===== src/rtl/vram_rect_fill.sv =====
// vram_rect_fill
// Rectangle-fill engine for the 640x480 pixel RAM write port. It writes one
// rrr_ggg_bb pixel per clock in row-major order and clips the rectangle to
// the visible area. A start/busy/done handshake connects it to the CPU's I/O logic.
//
// Ports:
//   vga_clk      single clock for all logic
//   rst          synchronous, active-high reset
//   start        fill request, only looked at while idle
//   x0, y0       top-left corner (col 10 bits, row 9 bits)
//   w, h         width / height in pixels, 0 means empty
//   color        fill pixel value, rrr_ggg_bb
//   stall        write port unavailable this cycle, freezes the engine
//   busy         high while a fill is being processed
//   done         one-cycle pulse when the fill completes
//   wr_row_addr  pixel RAM row address
//   wr_col_addr  pixel RAM col address
//   wr_data      pixel RAM write data
//   wrn          write strobe, active low

module vram_rect_fill #(
  parameter logic [10:0] H_VIS = 11'd640,
  parameter logic [10:0] V_VIS = 11'd480
) (
  input  logic       vga_clk,
  input  logic       rst,
  input  logic       start,
  input  logic [9:0] x0,
  input  logic [8:0] y0,
  input  logic [9:0] w,
  input  logic [8:0] h,
  input  logic [7:0] color,
  input  logic       stall,
  output logic       busy,
  output logic       done,
  output logic [8:0] wr_row_addr,
  output logic [9:0] wr_col_addr,
  output logic [7:0] wr_data,
  output logic       wrn
);

  typedef enum logic [1:0] {IDLE, CLIP, FILL, DONE} state_t;

  state_t      state;
  state_t      state_next;

  logic [9:0]  x0_q;
  logic [9:0]  w_q;
  logic [8:0]  y0_q;
  logic [8:0]  h_q;
  logic [7:0]  color_q;
  logic [9:0]  col;
  logic [8:0]  row;
  logic        fin;

  logic [10:0] x_sum;
  logic [10:0] y_sum;
  logic [10:0] x_end;
  logic [10:0] y_end;
  logic        empty;
  logic        col_last;
  logic        row_last;
  logic        issue;

  // Clipping bounds from the latched geometry. The sums are 11 bits wide,
  // so x0+w and y0+h cannot wrap before they are clamped.
  always_comb begin
    x_sum    = {1'b0, x0_q} + {1'b0, w_q};
    y_sum    = {2'b00, y0_q} + {2'b00, h_q};
    x_end    = (x_sum < H_VIS) ? x_sum : H_VIS;
    y_end    = (y_sum < V_VIS) ? y_sum : V_VIS;
    empty    = (w_q == 10'd0) || (h_q == 9'd0) ||
               ({1'b0, x0_q} >= H_VIS) || ({2'b00, y0_q} >= V_VIS);
    col_last = ({1'b0, col} + 11'd1) == x_end;
    row_last = ({2'b00, row} + 11'd1) == y_end;
  end

  // Next-state and handshake logic.
  // The first pixel is issued from CLIP, which gives the two-cycle latency
  // from start to the first write. FILL stays one more cycle after the final
  // write (fin set) so that done follows the last strobe by exactly one cycle.
  always_comb begin
    state_next = state;
    issue      = 1'b0;
    busy       = 1'b0;
    done       = 1'b0;
    case (state)
      IDLE: begin
        if (start) state_next = CLIP;
      end
      CLIP: begin
        busy = 1'b1;
        if (empty) begin
          state_next = DONE;
        end else begin
          state_next = FILL;
          issue      = !stall;
        end
      end
      FILL: begin
        busy = 1'b1;
        if (fin) state_next = DONE;
        else     issue      = !stall;
      end
      DONE: begin
        done       = 1'b1;
        state_next = IDLE;
      end
      default: state_next = IDLE;
    endcase
  end

  // State register.
  always_ff @(posedge vga_clk) begin
    if (rst) state <= IDLE;
    else     state <= state_next;
  end

  // Geometry latch, pixel counters and the registered write port.
  // When a cycle issues no write, wrn is raised and the counters and the
  // address/data outputs hold their values. A stalled pixel is therefore
  // retried later, and no pixel is written twice.
  always_ff @(posedge vga_clk) begin
    if (rst) begin
      x0_q        <= '0;
      w_q         <= '0;
      y0_q        <= '0;
      h_q         <= '0;
      color_q     <= '0;
      col         <= '0;
      row         <= '0;
      fin         <= 1'b0;
      wr_row_addr <= '0;
      wr_col_addr <= '0;
      wr_data     <= '0;
      wrn         <= 1'b1;
    end else begin
      if (state == IDLE && start) begin
        x0_q    <= x0;
        w_q     <= w;
        y0_q    <= y0;
        h_q     <= h;
        color_q <= color;
        col     <= x0;
        row     <= y0;
        fin     <= 1'b0;
      end
      if (issue) begin
        wrn         <= 1'b0;
        wr_row_addr <= row;
        wr_col_addr <= col;
        wr_data     <= color_q;
        if (col_last) begin
          col <= x0_q;
          row <= row + 9'd1;
          if (row_last) fin <= 1'b1;
        end else begin
          col <= col + 10'd1;
        end
      end else begin
        wrn <= 1'b1;
      end
    end
  end

endmodule


===== config.mk =====
export PLATFORM = sky130hd
export DESIGN_NAME = vram_rect_fill
export DESIGN_NICKNAME = d
export VERILOG_FILES = /design/src/rtl/vram_rect_fill.sv
export SDC_FILE = /design/constraint.sdc
export NUM_CORES = 1
export LEC_CHECK = 0
export ABC_AREA = 1
export CORE_ASPECT_RATIO = 1.1
export CORE_MARGIN = 4
export CORE_UTILIZATION = 30
export CTS_CLUSTER_DIAMETER = 30
export DETAILED_ROUTE_END_ITERATION = 16
export PLACE_DENSITY_LB_ADDON = 0.05
export SLEW_MARGIN = 20
export SYNTH_ARGS = -nofsm -noshare
export SYNTH_HDL_FRONTEND = slang
export SYNTH_SLANG_ARGS = --single-unit

===== constraint.sdc =====
create_clock -name vga_clk -period 6.8 [get_ports vga_clk]
set_clock_uncertainty 0.1 [all_clocks]
set_input_delay 1.36 -clock vga_clk [delete_from_list [all_inputs] [get_ports vga_clk]]
set_output_delay 1.36 -clock vga_clk [all_outputs]
set_load 0.05 [all_outputs]

==> results.sh, run 1 <==
export IMPL_status="finished clean"
export IMPL_fmax_mhz=257
export IMPL_drt_initial_drc_count=294
export IMPL_grt_pass1_vias=4931
export IMPL_overflow=0
export IMPL_power_density_nw_per_um2=381
export IMPL_max_clock_path_buffers=2
export IMPL_p_int_w=0.00145
export IMPL_grt_usage_pct=16.4
export IMPL_grt_setup_unrepaired="no"
export IMPL_worst_r2r_endpoint="col[1]$_SDFFE_PP0P_"
export IMPL_crit_arrival_ns=4.09
export IMPL_cts_root_buf="clkbuf_16"
export IMPL_dpl_cell_area_sq_um=6430
export IMPL_post_route_period_util_pct=57.3
export IMPL_yosysWarnings=0
export IMPL_diodes=0
export IMPL_cp_max_fo=42
export IMPL_core_area_sq_um=17700
export IMPL_start_util_pct=30.6
export IMPL_via_per_inst=4.75
export IMPL_synth_nets=891
export IMPL_combPwrFrac_pct=46.5
export IMPL_dp_cells=1105
export IMPL_clockPowerShare_pct=22.1
export IMPL_cts_sinks=96
export IMPL_grt_max_degree=57
export IMPL_hold_end="color_q[2]$_SDFFE_PP0P_"
export IMPL_drt_total_wl_um=16400
export IMPL_path_clk_slew_ns=0.07
export IMPL_yosysTopAreaCell="dfxtp_1"
export IMPL_io_buffer_count=79
export IMPL_cap_viol_max_count=0
export IMPL_synthCells=813
export IMPL_hold_viol_final=0
export IMPL_synth_seq_cells=96
export IMPL_rrSetupSlack_ns=3.21
export IMPL_fin_cells=1121
export IMPL_synth_area_sq_um=5430
export IMPL_maxSlewViolCount=0
export IMPL_avgRoutedWirePerCell_um=14.6
export IMPL_fin_crit_ns=3.89
export IMPL_slew_headroom_pct=39.2
export IMPL_switchingPower_w=0.00113
export IMPL_finalSetupViolCount=0
export IMPL_r2r_start="h_q[1]$_SDFFE_PP0P_"
export IMPL_post_synth_num_cell_types=32
export IMPL_path_class="in -> reg"
export IMPL_area_growth_pct=24.7
export IMPL_min_path_type="reg -> reg"
export IMPL_mostFrequentLayoutCells="194 x nand2_1, 131 x nor2_1, 96 x dfxtp_1, 79 x clkdlybuf4s50_1, 77 x o21ai_0"
export IMPL_irDropWorstVdd_mv=0.133
export IMPL_die_area_sq_um=20300
export IMPL_gp_congestion=0.857
export IMPL_synth_edff_count=0
export IMPL_post_route_drc_count=0
export IMPL_fin_area_sq_um=6770
export IMPL_num_io_pins=80
export IMPL_ys_async_sr_fraction_pct=0
export IMPL_placementRows=51
export IMPL_cts_buffers=9
export IMPL_seqPwrFrac_pct=31.4
export IMPL_yosysTopAreaCellShare_pct=35.4
export IMPL_p_leak_nw=3.07
export IMPL_p_sw_share_pct=43.8
export IMPL_tns_ns=0
export IMPL_antenna_found_initial=0
export IMPL_detail_route_antenna_nets=0
export IMPL_layout_commonest_cell="nand2_1"
export IMPL_synth_seq_area_share_pct=35.4
export IMPL_drive_gt1_share_pct=4.53
export IMPL_cts_max_level=3
export IMPL_cts_resized=0
export IMPL_dieWidth_um=136
export IMPL_holdPathStages=2
export IMPL_cp_start_kind="input pin"
export IMPL_critPathCaptureType="register"
export IMPL_dr_pass1_iters=6
export IMPL_tightest_slew_ns=0.910
export IMPL_place_ws_ns=2.48
export IMPL_cts_tree="done"
export IMPL_worst_ep_required_time_ns=7.00
export IMPL_holdBufCountCts=0
export IMPL_synthTopCellsByArea="dfxtp_1 35%, nand2_1 13%, nor2_1 9.1%"
export IMPL_hold_worst_slack_ns=0.381
export IMPL_dr_total_vias=5330
export IMPL_r2r_cells=12
export IMPL_clk_latency_ns=0.35
export IMPL_ys_flop_type="dfxtp_1"
export IMPL_grt_first_pass_wirelength_um=26000
export IMPL_syn_avg_cell_area_sq_um=6.68
export IMPL_setup_ws_ns=2.91
export IMPL_dp_hpwl_um=12700
export IMPL_hp_start="color_q[2]$_SDFFE_PP0P_"
export IMPL_postCtsSetupRepairBufs=0
export IMPL_die_y_um=149
export IMPL_nets=956
[power by group through the flow]
stage          Sequential [W]  Combinational [W]  Clock, W
6_report             0.000810            0.00120  0.000571
5_1_grt              0.000829            0.00136  0.000612
4_1_cts              0.000814            0.00121  0.000590
3_5_place_dp         0.000826            0.00121         0
3_3_place_gp         0.000822            0.00120         0
2_1_floorplan        0.000906           0.000779         0
[cells by family (layout without fill, tap and decap cells)]
kind of cell,count (synthesis),after routing,synth area share [%]
compound gates,141,141,13.3
xor+xnor,27,27,4.35
fa+ha+maj,28,28,6.73
buf+inv,103,173,7.30
flops,96,96,35.4
simple gates,418,418,33.0
[state kept, by name, indices dropped and copies added, names as in the netlist, 9 cells and up]
name / count
col: 10
h_q: 9
row: 9
w_q: 10
wr_col_addr: 10
wr_row_addr: 9
x0_q: 10
y0_q: 9
[cells in the mapped netlist (all sizes together) (5+ instances only)]
cell and instances:
nand3b 7, xor2 22, nand4 13, clkbuf 25, inv 73, nand3 56
ha 26, a21oi 58, dfxtp 96, buf 5, o21ai 77, xnor2 5
nor2 134, nand2 199
[cell type report]
type,instances,area (sq um)
timing repair buffer,84,828
clock inverter,5,86.3
clock buffer,11,253
tap,238,298
inverter,73,274
fill,1944,11000
multi-input combinational,614,3110
sequential,96,1920
[worst max-delay path, cell delays in order]
cell and delay [ns]:
clkdlybuf4s50_1 0.46, nor2_1 0.06, nand2_1 0.65, inv_1 0.36
buf_4 0.36, nor2_1 0.51, nand2_1 0.09, o21ai_0 0.09
nand2_1 0.07, nand2_1 0.08
[through the flow]
step / power, W / utilization, %
2_1_floorplan: 0.00168 / -
3_3_place_gp: 0.00202 / 36.3
3_5_place_dp: 0.00204 / 36.3
4_1_cts: 0.00262 / 38.2
5_1_grt: 0.00280 / 38.2
6_report: 0.00258 / 38.2
[metal layers]
layer  part of all wire, %  track usage (%)
met1                    47             21.5
met2                    48             27.8
met5                     0                0
met4                   1.6             4.44
met3                   3.4             3.00
[worst max-delay path by stage]
stage	from	endpoint	slack, ns
4_1_cts	stall	col[1]$_SDFFE_PP0P_	2.87
3_5_place_dp	stall	col[1]$_SDFFE_PP0P_	2.48
6_report	stall	col[1]$_SDFFE_PP0P_	2.91
5_1_grt	stall	col[1]$_SDFFE_PP0P_	2.54
2_1_floorplan	x0_q[0]$_SDFFE_PP0P_	col[8]$_SDFFE_PP0P_	4.04
3_3_place_gp	stall	col[1]$_SDFFE_PP0P_	2.57
Power figures use the tool's default switching activity.
==> inputs of run 2 (changes only) <==
clock period = 3.8 ns   (was 6.8 ns; I/O delays follow)
==> results.sh, run 2 (same netlist as run 1, synthesis figures left out) <==
export IMPL_grt_use_met1_pct=22.6
export IMPL_die_y_um=149
export IMPL_combPwrFrac_pct=47.5
export IMPL_core_area_sq_um=17700
export IMPL_path_clk_slew_ns=0.08
export IMPL_worst_ep_required_time_ns=3.93
export IMPL_cts_max_level=3
export IMPL_path_depth=18
export IMPL_grt_usage_pct=16.9
export IMPL_seqPwrFrac_pct=31.0
export IMPL_grt_pass1_vias=5125
export IMPL_hold_viol_final=0
export IMPL_dr_total_vias=5360
export IMPL_critPathTopFamily="simple AND/OR/NAND/NOR gates"
export IMPL_holdBufCountCts=0
export IMPL_post_route_drc_count=0
export IMPL_avgRoutedWirePerCell_um=14.8
export IMPL_critPathCaptureType="register"
export IMPL_dp_hpwl_um=13000
export IMPL_via_per_inst=4.77
export IMPL_diodes=0
export IMPL_cp_slowest_cell="fa_1"
export IMPL_path_common_cell="nand2_1"
export IMPL_mostFrequentLayoutCells="194 x nand2_1, 131 x nor2_1, 96 x dfxtp_1, 79 x clkdlybuf4s50_1, 77 x o21ai_0"
export IMPL_antenna_found_initial=0
export IMPL_switchingPower_w=0.00210
export IMPL_holdPathStages=2
export IMPL_min_path_type="reg -> reg"
export IMPL_crit_arrival_ns=3.33
export IMPL_crit_chain="ha_1, fa_1, nand3_1, nand3_2, nand2_1, nand3b_1, nand2_1, nand3_2, nand2_4, nand2_1, nand2_1, nand2_1, nor3_4, nand2_2, nand2_1, nand3_1, nand2_1, a21oi_1"
export IMPL_top_usage_layer="met2"
export IMPL_post_route_period_util_pct=84.3
export IMPL_cap_viol_max_count=0
export IMPL_hold_worst_slack_ns=0.367
export IMPL_grt_max_degree=49
export IMPL_cts_resized=0
export IMPL_gr_usage_met2_pct=28.4
export IMPL_start_util_pct=30.6
export IMPL_dr_pass1_iters=5
export IMPL_hp_start="wr_col_addr[0]$_SDFFE_PP0P_"
export IMPL_drt_initial_drc_count=253
export IMPL_maxSlewViolCount=0
export IMPL_critPathBufInv=0
export IMPL_cts_root_buf="clkbuf_16"
export IMPL_worst_r2r_endpoint="col[6]$_SDFFE_PP0P_"
export IMPL_placementRows=51
export IMPL_place_ws_ns=0.623
export IMPL_clockPowerShare_pct=21.5
export IMPL_grt_setup_unrepaired="no"
export IMPL_overflow=0
export IMPL_area_growth_pct=25.0
export IMPL_nets=958
export IMPL_drt_total_wl_um=16700
export IMPL_dp_cells=1107
export IMPL_setup_ws_ns=0.595
export IMPL_gp_congestion=0.926
export IMPL_p_sw_share_pct=45.4
export IMPL_r2r_cells=18
export IMPL_num_io_pins=80
export IMPL_p_leak_nw=3.07
export IMPL_rrSetupSlack_ns=0.60
export IMPL_max_clock_path_buffers=2
export IMPL_power_density_nw_per_um2=682
export IMPL_dieWidth_um=136
export IMPL_r2r_start="x0_q[0]$_SDFFE_PP0P_"
export IMPL_detail_route_antenna_nets=0
export IMPL_irDropWorstVdd_mv=0.246
export IMPL_path_class="reg -> reg"
export IMPL_slew_headroom_pct=53.5
export IMPL_fmax_mhz=312
export IMPL_p_int_w=0.00253
export IMPL_tightest_slew_ns=0.695
export IMPL_met3_usage_pct=2.06
export IMPL_cts_sinks=96
export IMPL_cts_tree="done"
export IMPL_hold_end="wr_col_addr[0]$_SDFFE_PP0P_"
export IMPL_grt_first_pass_wirelength_um=27100
export IMPL_layout_commonest_cell="nand2_1"
export IMPL_die_area_sq_um=20300
export IMPL_drive_gt1_share_pct=4.75
export IMPL_fin_crit_ns=3.20
export IMPL_status="finished clean"
export IMPL_tns_ns=0
export IMPL_clk_latency_ns=0.35
export IMPL_cp_start_kind="register"
export IMPL_fin_cells=1123
export IMPL_finalSetupViolCount=0
export IMPL_cp_max_fo=18
export IMPL_max_stage_delay_ns=0.43
export IMPL_postCtsSetupRepairBufs=0
export IMPL_cts_buffers=9
export IMPL_io_buffer_count=79
==> run 2: cell types whose count changed in the layout (fill, tap and decap cells not counted), sizes merged <==
cell    change
buf         +2
clkinv      +2
clkbuf      -2
inv         +1
bufinv      -1
==> run 2: routing by layer <==
| metal | share of wire (%) | vias up |
|---|---|---|
| met1 | 47 | 2464 |
| met5 | 0 | - |
| met3 | 3.6 | 14 |
| met4 | 1.3 | 0 |
| li1 | - | 2769 |
| met2 | 48 | 113 |
==> run 2: metrics by stage <==
stage                     area, sq um  utilization (%)  power [W]
after global placement           6460             36.4    0.00365
after global routing             6790             38.3    0.00500
after floorplan                  5430                -    0.00301
after CTS                        6790             38.3    0.00468
after detailed placement         6460             36.4    0.00367
final                            6790             38.3    0.00463
==> run 2: cell type report <==
class	instances	area (sq um)
timing repair buffer	86	856
multi-input combinational	614	3110
tap	238	298
clock inverter	7	103
inverter	73	274
sequential	96	1920
clock buffer	9	225
fill	1929	10900
==> run 2: worst max path at each step <==
stage	end	startpoint	slack, ns
final	col[6]$_SDFFE_PP0P_	x0_q[0]$_SDFFE_PP0P_	0.60
after detailed placement	col[7]$_SDFFE_PP0P_	w_q[0]$_SDFFE_PP0P_	0.62
after CTS	col[7]$_SDFFE_PP0P_	x0_q[0]$_SDFFE_PP0P_	0.60
after floorplan	col[8]$_SDFFE_PP0P_	x0_q[0]$_SDFFE_PP0P_	1.04
after global routing	row[5]$_SDFF_PP0_	x0_q[0]$_SDFFE_PP0P_	0.30
after global placement	col[7]$_SDFFE_PP0P_	x0_q[0]$_SDFFE_PP0P_	0.70
==> run 2: power groups by stage <==
stage | registers, W | clock network [W] | logic [W]
6_report | 0.00143 | 0.000995 | 0.00220
5_1_grt | 0.00147 | 0.00106 | 0.00247
4_1_cts | 0.00144 | 0.00102 | 0.00222
3_5_place_dp | 0.00146 | 0 | 0.00221
3_3_place_gp | 0.00145 | 0 | 0.00220
2_1_floorplan | 0.00162 | 0 | 0.00139
==> run 2: worst register-to-register path, cell delays in order (launching register included) <==
cell      delay [ns]
dfxtp_1         0.33
ha_1            0.25
fa_1            0.44
nand3_1         0.11
nand3_2         0.10
nand2_1         0.09
nand3b_1        0.07
nand2_1         0.12
nand3_2         0.11
nand2_4         0.18
nand2_1         0.09
nand2_1         0.08
nand2_1         0.10
nor3_4          0.42
nand2_2         0.19
nand2_1         0.11
nand3_1         0.08
nand2_1         0.08
a21oi_1         0.05
